### src/rtl/muldiv_iter.sv
// Iterative RV64M multiply/divide unit: radix-2 shift-add multiply, restoring divide.
// Define MULDIV_DIVIDER_EN to build the divider; without it divide ops return 0 after FIX.
module muldiv_iter #(
    parameter int XLEN = 64
) (
    input  logic            clk,
    input  logic            rst,
    input  logic            en,
    input  logic            newOp,
    input  logic [XLEN-1:0] ia,
    input  logic [XLEN-1:0] ib,
    input  logic [3:0]      mulOp,
    output logic            busy,
    output logic            done,
    output logic [XLEN-1:0] mulOut,
    output logic [1:0]      dbg_state_o
);
    localparam int CW = $clog2(XLEN) + 1;
    localparam int HW = XLEN / 2;

    typedef enum logic [1:0] {S_IDLE = 2'd0, S_RUN = 2'd1, S_FIX = 2'd2, S_DONE = 2'd3} state_t;

    state_t            state_q, state_d;
    logic [CW-1:0]     cnt_q, cnt_d;
    logic [2*XLEN-1:0] acc_q, acc_d;
    logic [XLEN-1:0]   b_q, b_d;
    logic [3:0]        op_q, op_d;
    logic              neg_q, neg_d;
    logic [XLEN-1:0]   out_q, out_d;

    logic              start, w_in, a_sgn, b_sgn, a_neg, b_neg, neg_in, special;
    logic [2:0]        f3_in;
    logic [XLEN-1:0]   a_ext, b_ext, a_abs, b_abs;
    logic [2*XLEN-1:0] load_acc, mul_next, step_acc, prod, fix_src, fix_val;
    logic [XLEN:0]     mul_hi;
    logic [XLEN-1:0]   fix_res;
`ifdef MULDIV_DIVIDER_EN
    logic              dz_q, dz_d, ovf_q, ovf_d, div_zero, div_ovf, rem_ge;
    logic [XLEN-1:0]   min_neg, rem_diff, div_sel;
    logic [XLEN:0]     rem_sh;
    logic [2*XLEN-1:0] div_next;
`endif

    assign start = en & newOp;

    // Operand decode at start: W forms narrow to 32 bits, then everything runs on magnitudes.
    always_comb begin
        w_in  = mulOp[3];
        f3_in = mulOp[2:0];
        a_sgn = (f3_in == 3'd1) || (f3_in == 3'd2) || (f3_in == 3'd4) || (f3_in == 3'd6);
        b_sgn = (f3_in == 3'd1) || (f3_in == 3'd4) || (f3_in == 3'd6);
        a_ext = w_in ? {{HW{a_sgn & ia[HW-1]}}, ia[HW-1:0]} : ia;
        b_ext = w_in ? {{HW{b_sgn & ib[HW-1]}}, ib[HW-1:0]} : ib;
        a_neg = a_sgn & a_ext[XLEN-1];
        b_neg = b_sgn & b_ext[XLEN-1];
        a_abs = a_neg ? -a_ext : a_ext;
        b_abs = b_neg ? -b_ext : b_ext;
        case (f3_in)
            3'd1, 3'd4: neg_in = a_neg ^ b_neg;
            3'd2, 3'd6: neg_in = a_neg;
            default:    neg_in = 1'b0;
        endcase
        load_acc = {{XLEN{1'b0}}, a_abs};
`ifdef MULDIV_DIVIDER_EN
        min_neg  = w_in ? {{(HW+1){1'b1}}, {(HW-1){1'b0}}} : {1'b1, {(XLEN-1){1'b0}}};
        div_zero = (b_ext == '0);
        div_ovf  = b_sgn & (a_ext == min_neg) & (b_ext == '1);
        special  = f3_in[2] & (div_zero | div_ovf);
        // W dividends sit in the upper half so 32 iterations consume exactly their bits.
        if (f3_in[2] && w_in)
            load_acc = {{XLEN{1'b0}}, a_abs[HW-1:0], {HW{1'b0}}};
`else
        special  = f3_in[2];
`endif
    end

    // One iteration step and the FIX-stage result selection.
    always_comb begin
        mul_hi   = {1'b0, acc_q[2*XLEN-1:XLEN]} + (acc_q[0] ? {1'b0, b_q} : '0);
        mul_next = {mul_hi, acc_q[XLEN-1:1]};
        step_acc = mul_next;
        prod     = op_q[3] ? {{HW{1'b0}}, acc_q[2*XLEN-1:HW]} : acc_q;
        fix_src  = prod;
`ifdef MULDIV_DIVIDER_EN
        rem_sh   = acc_q[2*XLEN-1:XLEN-1];
        rem_ge   = rem_sh >= {1'b0, b_q};
        rem_diff = rem_sh[XLEN-1:0] - b_q;
        div_next = {(rem_ge ? rem_diff : rem_sh[XLEN-1:0]), acc_q[XLEN-2:0], rem_ge};
        if (op_q[2])
            step_acc = div_next;
        div_sel  = op_q[1] ? acc_q[2*XLEN-1:XLEN] : acc_q[XLEN-1:0];
        if (op_q[2])
            fix_src = {{XLEN{1'b0}}, div_sel};
`endif
        fix_val = neg_q ? -fix_src : fix_src;
        fix_res = (op_q[2] || op_q[1:0] == 2'd0) ? fix_val[XLEN-1:0] : fix_val[2*XLEN-1:XLEN];
`ifdef MULDIV_DIVIDER_EN
        // Special cases carried the raw dividend in acc_q[XLEN-1:0].
        if (op_q[2] && dz_q)
            fix_res = op_q[1] ? acc_q[XLEN-1:0] : '1;
        else if (op_q[2] && ovf_q)
            fix_res = op_q[1] ? '0 : acc_q[XLEN-1:0];
`else
        if (op_q[2])
            fix_res = '0;
`endif
        if (op_q[3])
            fix_res = {{HW{fix_res[HW-1]}}, fix_res[HW-1:0]};
    end

    always_comb begin
        state_d = state_q;
        cnt_d   = cnt_q;
        acc_d   = acc_q;
        b_d     = b_q;
        op_d    = op_q;
        neg_d   = neg_q;
        out_d   = out_q;
`ifdef MULDIV_DIVIDER_EN
        dz_d    = dz_q;
        ovf_d   = ovf_q;
`endif
        case (state_q)
            S_IDLE, S_DONE: begin
                if (start) begin
                    op_d  = mulOp;
                    neg_d = neg_in;
                    b_d   = b_abs;
`ifdef MULDIV_DIVIDER_EN
                    dz_d  = div_zero;
                    ovf_d = div_ovf;
`endif
                    if (special) begin
                        state_d = S_FIX;
                        cnt_d   = '0;
                        acc_d   = {{XLEN{1'b0}}, a_ext};
                    end else begin
                        state_d = S_RUN;
                        cnt_d   = w_in ? CW'(HW) : CW'(XLEN);
                        acc_d   = load_acc;
                    end
                end else if (state_q == S_DONE) begin
                    state_d = S_IDLE;
                end
            end
            S_RUN: begin
                if (!en) begin
                    state_d = S_IDLE;
                    cnt_d   = '0;
                end else begin
                    acc_d = step_acc;
                    cnt_d = cnt_q - CW'(1);
                    if (cnt_d == '0)
                        state_d = S_FIX;
                end
            end
            S_FIX: begin
                if (!en) begin
                    state_d = S_IDLE;
                end else begin
                    out_d   = fix_res;
                    state_d = S_DONE;
                end
            end
            default: state_d = S_IDLE;
        endcase
    end

    always_ff @(posedge clk or negedge rst) begin
        if (!rst) begin
            state_q <= S_IDLE;
            cnt_q   <= '0;
            acc_q   <= '0;
            b_q     <= '0;
            op_q    <= '0;
            neg_q   <= 1'b0;
            out_q   <= '0;
`ifdef MULDIV_DIVIDER_EN
            dz_q    <= 1'b0;
            ovf_q   <= 1'b0;
`endif
        end else begin
            state_q <= state_d;
            cnt_q   <= cnt_d;
            acc_q   <= acc_d;
            b_q     <= b_d;
            op_q    <= op_d;
            neg_q   <= neg_d;
            out_q   <= out_d;
`ifdef MULDIV_DIVIDER_EN
            dz_q    <= dz_d;
            ovf_q   <= ovf_d;
`endif
        end
    end

    // busy is combinational so execute stalls in the start cycle itself.
    assign busy = rst & ((start & (state_q == S_IDLE || state_q == S_DONE)) ||
                         state_q == S_RUN || state_q == S_FIX);
    assign done        = (state_q == S_DONE);
    assign mulOut      = out_q;
    assign dbg_state_o = state_q;
endmodule
### config.mk
export PLATFORM = sky130hd
export DESIGN_NAME = muldiv_iter
export DESIGN_NICKNAME = d
export VERILOG_FILES = /design/src/rtl/muldiv_iter.sv
export SDC_FILE = /design/constraint.sdc
export NUM_CORES = 1
export LEC_CHECK = 0
export ABC_AREA = 1
export CORE_ASPECT_RATIO = 0.7
export CORE_MARGIN = 1
export CORE_UTILIZATION = 47
export CTS_CLUSTER_SIZE = 25
export DETAILED_ROUTE_END_ITERATION = 6
export PLACE_DENSITY = 0.72
export RECOVER_POWER = 100
export SLEW_MARGIN = 25
export SYNTH_ARGS = -nofsm -noshare
export SYNTH_HDL_FRONTEND = slang
export SYNTH_SLANG_ARGS = --single-unit
export TNS_END_PERCENT = 1
### constraint.sdc
create_clock -name clk -period 4.2 [get_ports clk]
set_input_delay 0.42 -clock clk [delete_from_list [all_inputs] [get_ports clk]]
set_output_delay 0.42 -clock clk [all_outputs]
set_load 0.05 [all_outputs]
## Word-level counts from Yosys, hierarchy flattened

Index checks and enable logic that the tools add are counted.

- $add $sub $neg: 5
- Equality and inequality tests: 11
- Mux-type cells: 27
- Bitwise gates (word level): 8
- Reduce and logical (&&, ||, !) cells: 21

Operators with widths:

| kind | number |
|---|---|
| two-way mux 64 bit | 9 |
| two-way mux 128 bit | 4 |
| one-hot mux 128 bit (2 select lines) | 1 |
| negation 128 bit | 1 |
| negation 64 bit | 2 |
| adder 64 x 64 -> 65 bit | 1 |
| two-way mux 7 bit | 4 |
| one-hot mux 7 bit (2 select lines) | 1 |
| two-way mux 2 bit | 6 |
| logical OR 1 bit | 9 |
| AND reduction 2 bit | 4 |
| AND 1 bit | 7 |
| logical NOT 7 bit | 1 |
| subtractor 7 x 1 -> 7 bit (second input constant) | 1 |
| equality test 3 bit (second input constant) | 2 |
| inequality test 3 bit (second input constant) | 2 |
| one-hot mux 2 bit (3 select lines) | 1 |
| OR reduction 2 bit | 3 |
| equality test 2 bit (second input constant) | 2 |
| logical NOT 2 bit | 2 |
| inequality test 2 bit (second input constant) | 2 |
| equality test 3 x 1 -> 1 bit (second input constant) | 1 |
| equality test 3 x 2 -> 1 bit (second input constant) | 1 |
| AND reduction 3 bit | 1 |
| other kinds (4) | 4 |

- Register bits after elaboration: 270
- Input port bits: 136
- Output and inout bits: 68

## Depth between registers and ports, before layout

Gate-level depths: netlist of the first run.

- Depth in word-level cells: 11
- Depth in mapped cells: 22
- Mapped depth without buffers: 20

## Worst setup path before layout of the first run

OpenSTA, ideal clock, no wires.

- Kind: reg2reg
- Start point: register acc_q[0]
- End point: register acc_q[95]
- Data arrival time: 3.133 ns
- Data required time: 4.070 ns
- Path slack: 0.937 ns
- Stages on the path, launching flop included: 20
- Period minus slack after synthesis: 3.263 ns
- Cells stage by stage: dfrtp_1 > clkbuf_1 > clkbuf_1 > nand2_1 > inv_1 > ha_1 > inv_1 > fa_1 > inv_1 > nand2_1 > o21ai_0 > inv_1 > o21ai_0 > a21oi_1 > o21ai_0 > nand2_1 > nand2_1 > a21oi_1 > o21ai_0 > o21ai_0

- Longest elaborated chain between the ends: 4

Ends and longest elaborated chain:

| what | RTL line | source |
|---|---|---|
| start: declaration | 25 | `logic [2*XLEN-1:0] acc_q, acc_d;` |
| start signal: assignment | 173 | `acc_q <= '0;` |
| start signal: assignment | 185 | `acc_q <= acc_d;` |
| two-way mux 64 bit | 79 | `mul_hi = {1'b0, acc_q[2*XLEN-1:XLEN]} + (acc_q[0] ? {1'b0, b_q} : '0);` |
| adder 64 x 64 -> 65 bit | 79 |  |
| two-way mux 128 bit | 147 | `if (!en) begin` |
| one-hot mux 128 bit (2 select lines) | 123 | `case (state_q)` |

No other way between the ends. The select of a mux whose other input is x is not followed.
A chain may end at the register's enable or synchronous reset.

## Worst setup path after layout of the first run

- Start point: register op_q[3]
- End point: register out_q[20], in the netlist mulOut[20]

- Longest elaborated chain between the ends: 6

Ends and longest elaborated chain:

| what | RTL line | source |
|---|---|---|
| start: declaration | 27 | `logic [3:0] op_q, op_d;` |
| start signal: assignment | 187 | `op_q <= op_d;` |
| two-way mux 128 bit (*) | 82 | `prod = op_q[3] ? {{HW{1'b0}}, acc_q[2*XLEN-1:HW]} : acc_q;` |
| negation 128 bit | 95 | `fix_val = neg_q ? -fix_src : fix_src;` |
| two-way mux 128 bit (*) | 95 |  |
| two-way mux 64 bit (*) | 96 | `fix_res = (op_q[2] \|\| op_q[1:0] == 2'd0) ? fix_val[XLEN-1:0] : fix_val[2*XLEN-1:XLEN];` |
| two-way mux 64 bit (*) | 104 | `if (op_q[2])` |
| two-way mux 64 bit (*) | 107 | `if (op_q[3])` |
| end signal: assignment | 189 | `out_q <= out_d;` |
| end: declaration | 29 | `logic [XLEN-1:0] out_q, out_d;` |

Mark *: on every way between the ends. The rest lies on a longest branch, timed or not.

==> results.txt, run 1 <==
- Result of the run: finished with violations
- The checks that failed: DRC, capacitance limit, slew limit.
* Synth top area cells: nand2_1 26%, dfrtp_1 24%, nor2_1 8.4%
- For this run the aggregate overflow at the end of global routing stands at 0.
* Routed WL per cell: 22.6 um
- Source-to-sink clock delay at the later pin of the worst-skew pair: 0.64 ns
* CP Capture Type: flop
- For this configuration, the core starts out at a cell density of 47.8%.
- After clock tree synthesis, the clock-pin slew on the worst setup and hold paths is 0.07 ns.
- The floorplan step set the die width to 298 um.
- Cts bufs inserted: 30
- Power density of the placed cells: 832 nW/um2
- After layout, the worst setup slack is 0.146 ns.
- Pins Over Slew Limit: 417
- Number of synthesis warnings: 0
* H-tree depth: 1
* Via count normalized by instance count: 5.85
* Antenna cell count: 0
- The share of the Yosys chip area taken by registers is 23.5%.
- Across the routed clock network, the largest skew measured is 0.0396 ns.
- Dpl hpwl: 113 mm
* Share of the cycle needed by the critical path after routing: 96.5%
- For this run, design rule violations remaining after detail routing come to 21.
- The critical path goes through inv_4 -> buf_12 -> nand2_1 -> nand2_1 -> nand2_1 -> nor2_1 -> buf_4 -> nand2_1 -> o21ai_0 -> nand2_1 -> o21ai_0 -> nand3b_1 -> nand3_1 -> nand2_1.
- Syn Std Cell Area: 28700 um2
- The final layout contains routed wiring with a total length of 139 mm.
* Weighted congestion reported at the end of routability-driven placement: 1.10
- Setup violations remaining at the end of the flow were counted as 0.
- At the end of the flow, the number of nets in the layout was 5515.
- Slew at the pin closest to its max-slew limit: 2.81 ns
* Slowest cell on the critical path: dfrtp_4
* Hold Path Class: in2async
* Vias in the first global route: 32100
- Post-route setup TNS: 0 ns
* Number of rows created at floorplan: 75
* Maximum clock frequency: 0.247 GHz
- Counting every instance in the synthesized netlist gives 5139.
- Total clock sinks: 270
- Initial drt markers: 5280
* Top delay family on crit path: simple AND/OR/NAND/NOR gates
- Post-synth ARST share: 100%
- Number of synthesized flops with an enable pin: 0
* Top cell type's share of synthesized area: 25.8%
- The die covers 62100 um2.
- The count of buffers added on input and output ports is 203.
- Total vias in the final route: 35900
* Path type of the worst setup path: reg2reg
- Along the worst path, the maximum fanout reaches 46.
- Share of final-layout standard cells stronger than drive strength 1: 4.30%
- Slowest cell delay on critical path: 0.62 ns
* Maximum number of pins on one net before global-route repair: 118
- Bufs on Longest Clock Path: 3
- Number of antenna-violating nets in the routed design: 0
* Synth-to-layout area growth: 13.9%
- Initial antenna violation count: 4
- In this run, synthesis produced a sequential element count of 270.
- Most common cell type on the critical path: nand2_1
- Gates resized during post-CTS repair numbered 0.
* Post-placement worst setup slack: 0.613 ns
- For the finished layout, the period the worst path requires is 4.05 ns.
* Max cap viols: 5
* Highest-count cells in the layout ignoring fill and taps: 1973 x nand2_1, 647 x nor2_1, 570 x inv_1
- Most used flip-flop cell after synthesis: dfrtp_1
- Std-Cell Core Area: 60200 um2
* Leading area contributor after synthesis: nand2_1
* Worst vdd ir: 0.000678 V
- Number of nets in the synthesized netlist: 5348
* CP arrival: 4.58 ns
- Averaged over all synthesized cells, the footprint is 5.59 um2.
- Worst EP required: 4.73 ns
* Y dimension of the die: 209 um
* Number of placed I/O pins: 204
* Cell chosen for the clock root: clkbuf_16
- All-layer global routing usage: 43.5%
* Total count of hold-check failures in the final report: 0
- Worst Setup Start Kind: flop
- Headroom to the max-slew limit came out at -87.5%.
- Yosys mapped the design onto 59 distinct sky130hd cell types.
- The number of buffers and inverters on the critical path is 3.
- Global-route wire length before repair: 204 mm
- After filler insertion, the fill cell instance count of the layout stands at 6487.
- Most common library cell in the layout ignoring fill and taps: nand2_1
- LEAKAGE: 17.1 nW
* CTS tree: yes
- RSZ-0062 raised after global routing: false
- For this run, the detailed router's first-pass iteration total came to 7.
- Post-CTS timing repair inserted 0 buffers for setup.
[what timing repair did]
item                                   CTS  global route
hold buffers                             1             0
setup endpoints to repair                0             0
endpoints found under the hold margin   32             0
[registers in the layout (all words and copies together), names as in the netlist]
register     flops
mulOut          64
neg_q            1
cnt_q            7
acc_q          128
dbg_state_o      2
b_q             64
op_q             4
[per-layer routing]
metal / vias up / track usage (%) / wire length, um
met5: - / 0 / 32
met4: 4 / 14.2 / 5310
met1: 16400 / 62.7 / 59500
met2: 2363 / 58.0 / 51500
li1: 16800 / - / -
met3: 312 / 17.5 / 22300
[synth_stat cells, drive strengths merged (35+ instances only)]
cell type,count
o21ai,324
xor2,46
o22ai,43
a21oi,199
clkbuf,97
nand4,76
nor2,677
a31oi,39
nand2,1986
o221ai,35
ha,72
nor3,64
buf,79
nand3,378
inv,590
dfrtp,270
[cell families (layout without fill, tap and decap cells)]
| family | count (synthesis) | in the layout | share of synthesized area [%] |
|---|---|---|---|
| AO/OA/AOI/OAI | 738 | 738 | 14.7 |
| XOR/XNOR | 56 | 56 | 1.71 |
| adder cells (fa/ha/maj) | 73 | 73 | 3.20 |
| buffers and inverters | 772 | 958 | 10.9 |
| flip-flops | 270 | 270 | 23.5 |
| AND/OR/NAND/NOR | 3230 | 3230 | 45.9 |
[stage by stage]
step	utilization (%)	cell area, um2	std cells	hold WS [ns]	power [mW]
2_1_floorplan	-	28700	5139	0.124	16.6
3_3_place_gp	53.0	31900	6081	0.325	23.4
3_5_place_dp	53.0	31900	6081	0.325	23.4
4_1_cts	54.7	32900	6133	0.267	26.4
5_1_grt	54.4	32700	6133	0.288	28.7
6_report	54.4	32700	6133	0.271	27.2
[cell type report]
type | count | area (um2) | area share [%]
multi-input combinational | 4097 | 18800 | 57.5
sequential | 270 | 6760 | 20.7
timing repair buffer | 311 | 2870 | 8.77
inverter | 596 | 2240 | 6.84
tap | 808 | 1010 | 3.09
clock buffer | 39 | 815 | 2.49
clock inverter | 12 | 203 | 0.619
[report_power, final]
part	leakage (nW)	internal, mW	total [mW]	switching (mW)
logic	13.1	5.16	19.4	14.3
clock network	0.496	1.66	2.91	1.25
registers	3.50	3.73	4.88	1.16
total	17.1	10.6	27.2	16.7
[path summary, 6_finish.rpt]
kind / from / endpoint / cells past startpoint / slack (ns)
max: op_q[3] / mulOut[20] / 14 / 0.15
min: rst / acc_q[25] / 2 / 0.27
max reg2reg: op_q[3] / mulOut[20] / 14 / 0.15
min reg2reg: mulOut[12] / mulOut[12] / 2 / 0.47
max in group asynchronous: rst / acc_q[121] / 3 / 0.83
min in group clk: ib[0] / b_q[0] / 3 / 0.42
(Power assumes the default switching activity.)
==> run 2, diff against run 1 <==
--- a/config.mk
+++ b/config.mk
@@ -5,13 +5,12 @@
 export SDC_FILE = /design/constraint.sdc
 export NUM_CORES = 1
 export LEC_CHECK = 0
-export ABC_AREA = 1
 export CORE_ASPECT_RATIO = 0.7
 export CORE_MARGIN = 1
 export CORE_UTILIZATION = 47
 export CTS_CLUSTER_SIZE = 25
 export DETAILED_ROUTE_END_ITERATION = 6
-export PLACE_DENSITY = 0.72
+export PLACE_DENSITY = 0.73
 export RECOVER_POWER = 100
 export SLEW_MARGIN = 25
 export SYNTH_ARGS = -nofsm -noshare
==> run 2 against run 1 <==
Effect of this change: the run ends with capacitance limit, slew limit left; synthesized cell count decreased by 37%; core utilization up 2.9 points; routed wire length is 23% lower; clock power decreased by 4%; sequential share of layout area is 2.6 points higher; critical path depth down 2; die area fell by 16%; synthesized area shrank 16%; largest cell class unchanged.
==> results.txt, run 2 <==
* Result of the run: finished with violations (unchanged)
- Violated checks: capacitance limit, slew limit (was DRC, capacitance limit, slew limit)
- Vias in the first global route: 24000 (was 32100)
* Final Net Count: 3687 (was 5515)
- Share of the cycle needed by the critical path after routing: 98.4% (was 96.5%)
- The number of hold violations in the final report is 0 (unchanged).
* Clk pin slew, worst setup/hold paths: 0.07 ns (about the same)
- The xor and xnor fraction of the mapped netlist area is 9.43% (was 1.71%).
- The total of flip-flops plus latches after synthesis is 270 (unchanged).
- The worst-case headroom to the max-slew limit is -34.8% (was -87.5%).
- The initial antenna violation count is 6 (was 4).
- The sequential-to-total area share from yosys stat came to 27.9% (was 23.5%).
- Std-Cell Core Area: 50900 um2 (was 60200 um2)
- Timing startpoint of the critical path: op_q[3] (unchanged)
- Highest-utilization routing layer at the global route stage: met1 (unchanged)
- Met2 Use GR: 50.7% (was 58.0%)
- The most common cell after layout, fill and taps aside is nand2_1 (unchanged).
- Via count normalized by instance count: 6.49 (was 5.85)
- Synth top area cells: dfrtp_1 28%, o21ai_0 6.8%, a21oi_1 6.6% (was nand2_1 26%, dfrtp_1 24%, nor2_1 8.4%).
- The pin count of the biggest net entering global routing is 145 (was 118).
- Register-to-register path setup slack: 0.07 ns (was 0.15 ns)
* Starting Density: 47.7% (was 47.8%)
* Maximum clock frequency: 0.242 GHz (was 0.247 GHz)
- The total non-filler cell area in the finished layout came to 29100 um2 (was 32700 um2).
* Most used flip-flop cell after synthesis: dfrtp_1 (unchanged)
* Top cell type's share of synthesized area: 27.9% (was 25.8%)
* Global-route wire length before repair: 158 mm (was 204 mm)
* List of most frequent post-synthesis cells: 361 x nand2_1, 329 x o21ai_0, 319 x a21oi_1 (was 1972 x nand2_1, 646 x nor2_1, 570 x inv_1)
- Number of rows created at floorplan: 69 (was 75)
* CTS tree: yes (unchanged)
- Overall Power: 22.4 mW (was 27.2 mW)
* Count of mapped cells out of synthesis: 3230 (was 5139)
* Cts bufs inserted: 30 (unchanged)
- Number of flip-flops under the largest register name: 128 (unchanged)
* Dominant combinational cell family by area after synthesis: compound AO/OA/AOI/OAI gates (was simple AND/OR/NAND/NOR gates)
- The ratio of total power to cell area came to 769 nW/um2 (was 832 nW/um2).
* Routed WL per cell: 25.6 um (was 22.6 um)
- Worst Setup Start Kind: flop (unchanged)
- Synth-to-layout area growth: 20.2% (was 13.9%)
* Pins Over Slew Limit: 335 (was 417)
* Post-CTS Repair Setup Buffers: 0 (unchanged)
* Final min period: 4.13 ns (was 4.05 ns)
- Register with the highest flop count: acc_q (unchanged)
- Cell area after placement: 28100 um2 (was 31900 um2)
- Post-route setup TNS: 0 ns (unchanged)
- The number of distinct library cells after synthesis is 91 (was 59).
- The number of maximum-capacitance constraint violations came to 3 (was 5).
- Total vias in the final route: 27100 (was 35900)
- End of the worst register-to-register path: mulOut[10] (was mulOut[20])
* Hold Path Class: reg2reg (was in2async)
- The complex-gate fraction of the synthesized area was 26.2% (was 14.7%).
- The simple logic cell fraction of the synthesized area is 24.0% (was 45.9%).
- The slew of the pin with the lowest slew margin is 2.02 ns (was 2.81 ns).
- The count of fill cells added during filler insertion was 4865 (was 6487).
- LEAKAGE: 11.6 nW (was 17.1 nW)
- Highest-count cells in the layout ignoring fill and taps: 360 x nand2_1, 326 x o21ai_0, 317 x a21oi_1 (was 1973 x nand2_1, 647 x nor2_1, 570 x inv_1).
* Number of synthesis warnings: 0 (unchanged)
- Dpl hpwl: 84.1 mm (was 113 mm)
* Worst vdd ir: 0.000524 V (was 0.000678 V)
- Critical-path maximum fanout: 51 (was 46)
* Critical path capture point: mulOut[10] (was mulOut[20])
* Average instance area after synthesis: 7.50 um2 (was 5.59 um2)
* Routing usage on met3: 14.6% (was 17.5%)
- Number of antenna-violating nets in the routed design: 0 (unchanged)
- The floorplan die height was 192 um (was 209 um).
- The launching point of the worst reg2reg path was op_q[3] (unchanged).
* H-tree depth: 1 (unchanged)
- The met1 routing resource usage after global routing was 61.4% (was 62.7%).
* Syn Std Cell Area: 24200 um2 (was 28700 um2)
- Finish-stage setup viols: 0 (unchanged)
* Total Wirelength: 107 mm (was 139 mm)
- CP Capture Type: flop (unchanged)
- The critical path class is reg2reg (unchanged).
* Cell chosen for the clock root: clkbuf_16 (unchanged)
* Port Buffers: 203 (unchanged)
- The sink count of the clock tree was 270 (unchanged).
- The total grt overflow is 0 (unchanged).
- Worst EP required: 4.74 ns (was 4.73 ns)
* Number of synthesized flops with an enable pin: 0 (unchanged)
- All-layer global routing usage: 39.9% (was 43.5%)
* Bufs on Longest Clock Path: 3 (unchanged)
* DRC Markers: 0 (was 21)
* Arithmetic-cell share of the synthesized area counting full adders, half adders and majority gates: 3.80% (was 3.20%)
- Number of nets in the synthesized netlist: 3439 (was 5348)
* Weighted congestion reported at the end of routability-driven placement: 1.12 (was 1.10)
- The most frequent cell after synthesis is nand2_1 (unchanged).
- The startpoint identified for the worst hold timing path is b_q[55].
- The arrival time of the worst setup path is 4.68 ns (was 4.58 ns).
- Leading area contributor after synthesis: dfrtp_1 (was nand2_1)
- The die outline area is 52500 um2 (was 62100 um2).
- The detailed-router iteration count before antenna repair was 6 (was 7).
- Number of placed I/O pins: 204 (unchanged)
* Post-synth ARST share: 100% (unchanged)
- The DRC violation total after the first TritonRoute iteration is 4098 (was 5280).
* Multiplexer share of the synthesized area: 3.90% (was 0%)
- The fraction of layout instances using a drive strength above 1 came to 10.1% (was 4.30%).
- The later-pin clock latency in the skew report came to 0.64 ns (about the same).
- The count of cells along the worst register-to-register path came to 12 (was 14).
- The x dimension of the die was 273 um (was 298 um).
- Largest clock skew in the final design: 0.0467 ns (was 0.0396 ns)
## run 2: cell types whose count changed after synthesis, moves of 65 or more
cell / change
xnor2_1: +140
nand3_1: -319
mux2i_1: +75
xor2_1: +65
a21oi_1: +120
clkbuf_1: +87
nor3_1: +83
nand2_1: -1611
and2_1: +68
inv_1: -519
nor2_1: -338
## run 2: worst min path at each step
| stage | slack (ns) | depth (start not counted) | to |
|---|---|---|---|
| final | 0.47 | 2 | b_q[55] |
| after global routing | 0.50 | 5 | b_q[32] |
| after CTS | 0.23 | 2 | mulOut[14] |
| after detailed placement | 0.27 | 1 | mulOut[14] |
| after global placement | 0.27 | 1 | mulOut[14] |
| after floorplan | 0.12 | 0 | acc_q[0] |
## run 2: per-layer routing
| metal | routed length (um) | share of wire, % |
|---|---|---|
| met5 | 40 | 0.037 |
| met4 | 2930 | 2.7 |
| met3 | 15900 | 15 |
| met2 | 39500 | 37 |
| met1 | 48400 | 45 |
## run 2: power by group
part | total (mW) | switching [mW] | internal [mW]
combinational | 14.5 | 9.48 | 5.06
sequential | 5.09 | 1.44 | 3.65
clock | 2.78 | 1.21 | 1.57
## run 2: per-stage QoR
stage	hold slack (ns)	utilization, %	worst slack [ns]	instances
3_5_place_dp	0.266	55.2	0.0697	4118
4_1_cts	0.230	57.3	0.0272	4175
3_3_place_gp	0.266	55.2	0.0828	4118
2_1_floorplan	0.124	-	-0.582	3230
6_report	0.474	57.3	0.0653	4177
5_1_grt	0.501	57.3	-0.00212	4176
## run 2: worst max-delay path, stage by stage, from the launching register on
cell and delay, ns:
dfrtp_4 0.51, buf_12 0.24, buf_12 0.27, nor3b_1 0.35, o22a_1 0.26, or3b_2 0.60, or3_1 0.59, nor3_2 0.28
buf_4 0.15, mux2i_1 0.06, a2111oi_0 0.43, buf_4 0.18, a21o_1 0.07
## run 2: cell families after synthesis
group                      after synthesis
AOI/OAI and AO/OA                     1054
and+or+nand+nor                       1205
muxes                                   92
buffers and inverters                  275
xor gates and xnor gates               261
adders and majority gates               73
DFF                                    270
## run 2: area by class of cell
class,count,area (um2),share of cell area [%]
multi-input cells,2685,16400,56.4
flip-flops and latches,270,6760,23.2
repair buffers,439,3870,13.3
well taps,674,843,2.89
clock buffers,40,818,2.81
clock inverters,16,205,0.704
inverters,52,195,0.670
diodes,1,2.50,0.00859
## run 2: repair_timing
item,CTS,global route
endpoints found under the hold margin,12,0
endpoints found under the setup margin,0,40
gates resized for setup,0,13
hold buffers,1,0
